===== config.mk =====
export PLATFORM = sky130hd
export DESIGN_NAME = id_ex_stage
export DESIGN_NICKNAME = d
export VERILOG_FILES = /design/src/rtl/id_ex_stage.sv
export SDC_FILE = /design/constraint.sdc
export NUM_CORES = 1
export LEC_CHECK = 0
export BUFFER_PORTS_ARGS = -buffer_cell sky130_fd_sc_hd__buf_2
export CORE_ASPECT_RATIO = 0.6
export CORE_MARGIN = 2
export CORE_UTILIZATION = 42
export CTS_CLUSTER_SIZE = 25
export DETAILED_ROUTE_END_ITERATION = 8
export HOLD_SLACK_MARGIN = 0.15
export PLACE_DENSITY = 0.79
export SLEW_MARGIN = 20
export SYNTH_ARGS = -nofsm -noshare
export SYNTH_HDL_FRONTEND = slang
export SYNTH_SLANG_ARGS = --single-unit
export TNS_END_PERCENT = 1

===== constraint.sdc =====
create_clock -name clock_i -period 1.8 [get_ports clock_i]
set_input_delay 0.36 -clock clock_i [delete_from_list [all_inputs] [get_ports clock_i]]
set_output_delay 0.36 -clock clock_i [all_outputs]
set_load 0.02 [all_outputs]

===== src/rtl/id_ex_stage.sv =====
`default_nettype none
// +--------------------------------------------------------------------------+
// | id_ex_stage: ID/EX pipeline register with write-back bypass and          |
// | load-use hazard bubble insertion.                       Revision: 1.0    |
// +--------------------------------------------------------------------------+
module id_ex_stage #(
  parameter int DATA_W = 32,
  parameter int REG_AW = 5
) (
  input  logic              clock_i,
  input  logic              reset_n_i,
  input  logic              id_valid_i,
  input  logic [REG_AW-1:0] id_rs_i,
  input  logic [REG_AW-1:0] id_rt_i,
  input  logic [REG_AW-1:0] id_rd_i,
  input  logic [15:0]       id_imm16_i,
  input  logic [DATA_W-1:0] id_read_data1_i,
  input  logic [DATA_W-1:0] id_read_data2_i,
  input  logic [8:0]        id_ctrl_i,
  input  logic              wb_reg_write_i,
  input  logic [REG_AW-1:0] wb_write_reg_i,
  input  logic [DATA_W-1:0] wb_write_data_i,
  input  logic              ext_stall_i,
  input  logic              flush_i,
  output logic              hazard_stall_o,
  output logic              ex_valid_o,
  output logic [REG_AW-1:0] ex_rs_o,
  output logic [REG_AW-1:0] ex_rt_o,
  output logic [REG_AW-1:0] ex_dest_o,
  output logic [DATA_W-1:0] ex_op_a_o,
  output logic [DATA_W-1:0] ex_op_b_o,
  output logic [DATA_W-1:0] ex_imm_o,
  output logic [8:0]        ex_ctrl_o
);

  localparam int c_MEMREAD_BIT = 7;
  localparam int c_REGDST_BIT  = 3;

  logic              valid_q, valid_d;
  logic [REG_AW-1:0] rs_q, rs_d, rt_q, rt_d, dest_q, dest_d;
  logic [DATA_W-1:0] op_a_q, op_a_d, op_b_q, op_b_d, imm_q, imm_d;
  logic [8:0]        ctrl_q, ctrl_d;

  logic [DATA_W-1:0] w_op_a, w_op_b;
  logic              w_hazard;

  // Register-file writes land too late to be read this cycle, so WB data is muxed in here.
  function automatic logic [DATA_W-1:0] bypass(
    input logic [REG_AW-1:0] idx,
    input logic [DATA_W-1:0] rf_data
  );
    if (idx == '0)
      return '0;
    else if (wb_reg_write_i && (wb_write_reg_i == idx))
      return wb_write_data_i;
    else
      return rf_data;
  endfunction

  assign w_op_a = bypass(id_rs_i, id_read_data1_i);
  assign w_op_b = bypass(id_rt_i, id_read_data2_i);

  assign w_hazard = id_valid_i && valid_q && ctrl_q[c_MEMREAD_BIT] && (rt_q != '0) &&
                    ((rt_q == id_rs_i) || (rt_q == id_rt_i));
  assign hazard_stall_o = w_hazard;

  always_comb begin
    valid_d = valid_q;
    rs_d    = rs_q;
    rt_d    = rt_q;
    dest_d  = dest_q;
    op_a_d  = op_a_q;
    op_b_d  = op_b_q;
    imm_d   = imm_q;
    ctrl_d  = ctrl_q;
    if (flush_i || (!ext_stall_i && w_hazard)) begin
      valid_d = 1'b0;
      rs_d    = '0;
      rt_d    = '0;
      dest_d  = '0;
      op_a_d  = '0;
      op_b_d  = '0;
      imm_d   = '0;
      ctrl_d  = '0;
    end else if (!ext_stall_i) begin
      valid_d = id_valid_i;
      rs_d    = id_rs_i;
      rt_d    = id_rt_i;
      dest_d  = id_ctrl_i[c_REGDST_BIT] ? id_rd_i : id_rt_i;
      op_a_d  = w_op_a;
      op_b_d  = w_op_b;
      imm_d   = {{(DATA_W-16){id_imm16_i[15]}}, id_imm16_i};
      ctrl_d  = id_valid_i ? id_ctrl_i : 9'd0;
    end
  end

  always_ff @(posedge clock_i) begin
    if (!reset_n_i) begin
      valid_q <= 1'b0;
      rs_q    <= '0;
      rt_q    <= '0;
      dest_q  <= '0;
      op_a_q  <= '0;
      op_b_q  <= '0;
      imm_q   <= '0;
      ctrl_q  <= '0;
    end else begin
      valid_q <= valid_d;
      rs_q    <= rs_d;
      rt_q    <= rt_d;
      dest_q  <= dest_d;
      op_a_q  <= op_a_d;
      op_b_q  <= op_b_d;
      imm_q   <= imm_d;
      ctrl_q  <= ctrl_d;
    end
  end

  assign ex_valid_o = valid_q;
  assign ex_rs_o    = rs_q;
  assign ex_rt_o    = rt_q;
  assign ex_dest_o  = dest_q;
  assign ex_op_a_o  = op_a_q;
  assign ex_op_b_o  = op_b_q;
  assign ex_imm_o   = imm_q;
  assign ex_ctrl_o  = ctrl_q;

endmodule
`default_nettype wire


==> flow_summary_export.csv <==
group,metric,value,unit
setup_path,critical-path-top-delay-family,"simple AND/OR/NAND/NOR gates",
setup_path,critPathMaxStageDelay,0.54,ns
synthesis,synth_nets,716,
global_routing,grt_max_degree,106,
sta,setup_violations,82,
synthesis,synth_warnings,0,
power_and_ir_drop,switching_share,0.283,
synthesis,synthSimpleGateAreaFrac,0.120,
routing,wl_per_cell,17.1,um
floorplanning,std_cell_rows,32,
clocking,clock_sinks,105,
clocking,htree_levels,3,
final_layout,areaGrowthSynthToFinish,33.8,%
sta,grt_setup_unrepaired,"true",
routing,vias,5247,
sta,slew_viol_final,0,
final_layout,final-instance-count-excl-fill,985,
synthesis,synth-seq-area-share,0.379,
setup_path,slowest_stage,"or4_4",
final_layout,fin_util,0.576,
final_layout,fill_cells,1150,
synthesis,synth_cell_types,26,
synthesis,syn_inst,569,
routing,drt_iter0_drc,252,
setup_path,critPathMaxFanout,2,
place,place_area,0.00708,mm2
synthesis,avgSynthCellArea,9.76,um2
routing,final_antenna_net_count,0,
clocking,cts_buffer_depth,2,
synthesis,synth_top_family_by_area,"compound AO/OA/AOI/OAI gates",
setup_path,path_cells,"or4_4 > o2111ai_4 > buf_6 > nor2_4 > buf_6",
clocking,clk_latency,0.35,ns
job,maxCapViolCount,0,
worst_hold_path,hp-class,"in -> reg",
routing,via_per_inst,5.33,
power_and_ir_drop,power_leakage,0.00307,uW
setup_path,worst_setup_path_end_kind,"output pin",
routing,drc,0,
power_and_ir_drop,pwr-share-seq,0.459,
clocking,clock-root-buffer,"clkbuf_16",
global_routing,gr-total-overflow,0,
power_and_ir_drop,switchingPower,1510,uW
power_and_ir_drop,power_frac_comb,0.174,
synthesis,synthXorXnorAreaFrac,0.0315,
global_routing,grt_pass1_wl,26300,um
synthesis,ys_ff_latch,105,
setup_path,cpMostUsedCell,"buf_6",
setup_path,startpoint_type,"flip-flop",
place,portBuffers,268,
final_layout,antenna_cells,0,
clocking,path_clk_slew,0.07,ns
sta,layout_min_cycle_time,2.10,ns
sta,slew_headroom,0.593,
routing,first_pass_iters,4,
clocking,cts_tree,"yes",
floorplanning,num_io_pins,269,
final_layout,seq_area,0.00211,mm2
outcome,status,"complete, but fails checks",
synthesis,synth_area,0.00555,mm2
power_and_ir_drop,power_density,715,mW/mm2
sta,finalClockSkew,0.0132,ns
sta,max_freq,475,MHz
global_routing,grt.total_usage,0.229,
floorplanning,die_x,152,um
place,place_congestion,0.893,
final_layout,multiInputGateArea,0.00308,mm2
clocking,cts_made_buffers,9,
routing,wl,16900,um
synthesis,muxShareOfSynthArea,0.124,
sta,fin_ws,-0.303,ns
clocking,ctsHoldBuffers,0,
power_and_ir_drop,p_int,3810,uW
sta,fin_crit_sh,1.17,
global_routing,first_global_vias,5048,
setup_path,crit_type,"reg -> out",
floorplanning,core-area,0.0129,mm2
sta,hold_viol,0,
power_and_ir_drop,ir_drop,504,uV
place,dp_hpwl,12000,um
setup_path,worst-path-buf-inv,2,
final_layout,fin_area,0.00743,mm2
floorplanning,die_area,0.0142,mm2
outcome,failed_checks,"negative setup slack",
sta,holdWs,0.294,ns
setup_path,required,1.44,ns
floorplanning,fp.dieH,93.1,um
power_and_ir_drop,clockPowerShare,0.366,
synthesis,synth_fa_ha_area_frac,0,
final_layout,nets,957,
global_routing,grt_antenna_before_repair,0,
place,dp.cells,966,
synthesis,synth_compound_area_frac,0.274,
place,dp_slack,-0.221,ns
setup_path,arrival,1.74,ns
sta,worst_pin_slew,0.610,ns
final_layout,drive_above_1_share,0.486,
floorplanning,initial_core_util,0.431,
-- synthesized netlist by cell type, drive strengths merged --
cell,n,share of area
dfxtp,105,0.38
nor4,2,0.0023
and3,2,0.0023
or2,1,0.0011
a21oi,41,0.037
nor3,2,0.0018
buf,32,0.043
or4,3,0.0047
o22ai,2,0.0072
xnor2,2,0.0032
nand2,105,0.071
o2111ai,1,0.0047
nor2b,27,0.030
o211ai,9,0.012
o32ai,64,0.18
nand2b,1,0.0011
nor2,8,0.0054
xor2,18,0.028
mux2i,69,0.12
o21ai,32,0.029
a22oi,1,0.0023
clkbuf,42,0.028
-- layer usage --
layer	GRT usage	wire length [um]	part of all wire
met1	0.305	7630	0.45
met3	0.0737	1410	0.084
met5	0	0	0
met2	0.365	7630	0.45
met4	0.0563	187	0.011
-- worst paths after layout --
path | slack, ns | cells past startpoint | start | end
max | -0.30 | 5 | ex_rt_o[0] | hazard_stall_o
min | 0.29 | 3 | id_ctrl_i[2] | ex_ctrl_o[2]
max reg2reg | -0.20 | 6 | ex_rt_o[0] | ex_op_a_o[2]
min reg2reg | 0.46 | 2 | ex_ctrl_o[0] | ex_ctrl_o[0]
-- state kept, by name (all words and copies together) (netlist names) --
| signal | flops |
|---|---|
| ex_ctrl_o | 9 |
| ex_dest_o | 5 |
| ex_imm_o | 16 |
| ex_op_a_o | 32 |
| ex_op_b_o | 32 |
| ex_rs_o | 5 |
| ex_rt_o | 5 |
| ex_valid_o | 1 |
-- through the flow --
step / TNS (ns) / total power, uW
3_5_place_dp: -14.08 / 3420
4_1_cts: -10.32 / 5380
2_1_floorplan: -3.81 / 3030
3_3_place_gp: -10.90 / 3400
5_1_grt: -16.37 / 5540
6_report: -10.08 / 5310
-- layout make-up --
| cell class | count | share of cell area |
|---|---|---|
| Clock buffer | 10 | 0.0322 |
| Tap cell | 170 | 0.0286 |
| Clock inverter | 6 | 0.00808 |
| Sequential cell | 105 | 0.284 |
| Multi-Input combinational cell | 390 | 0.415 |
| Timing Repair Buffer | 304 | 0.232 |
-- kinds of logic (layout without fill, tap and decap cells) --
family,count (synthesis),count (layout)
multiplexers,69,69
AND/OR/NAND/NOR,151,151
XOR/XNOR,20,20
buffers and inverters,74,320
AO/OA/AOI/OAI,150,150
flip-flops,105,105
-- placed cells by master, fill, tap and decap left out, types with 3 or more instances in the layout --
cell       instances
buf_2            266
nand2_1          105
dfxtp_1          100
mux2i_1           69
o32ai_2           61
a21oi_1           41
nor2b_1           27
o21ai_0           27
buf_4             27
xor2_1            18
o211ai_1           9
clkbuf_16          9
nor2_1             7
buf_12             7
o21ai_1            5
o32ai_1            3
dfxtp_2            3
buf_6              3
-- repair_timing --
item	in CTS	in global routing
pin swaps	13	9
buffers inserted	3	0
setup endpoints to repair	96	106
gates resized for setup	7	6
-- power groups by stage --
stage	registers (uW)	logic, uW	clock network (uW)
2_1_floorplan	2590	445	0
3_3_place_gp	2490	912	0
3_5_place_dp	2490	923	0
4_1_cts	2440	928	2010
5_1_grt	2450	998	2090
6_report	2440	926	1950
-- worst reg2reg max path, stage by stage (launching register included) --
cell and delay (ns):
dfxtp_4 0.34, or4_4 0.54, o2111ai_4 0.22, buf_4 0.21
o22ai_4 0.09, buf_12 0.19, o32ai_2 0.33
Note: power is estimated with default switching activity, not from simulation.
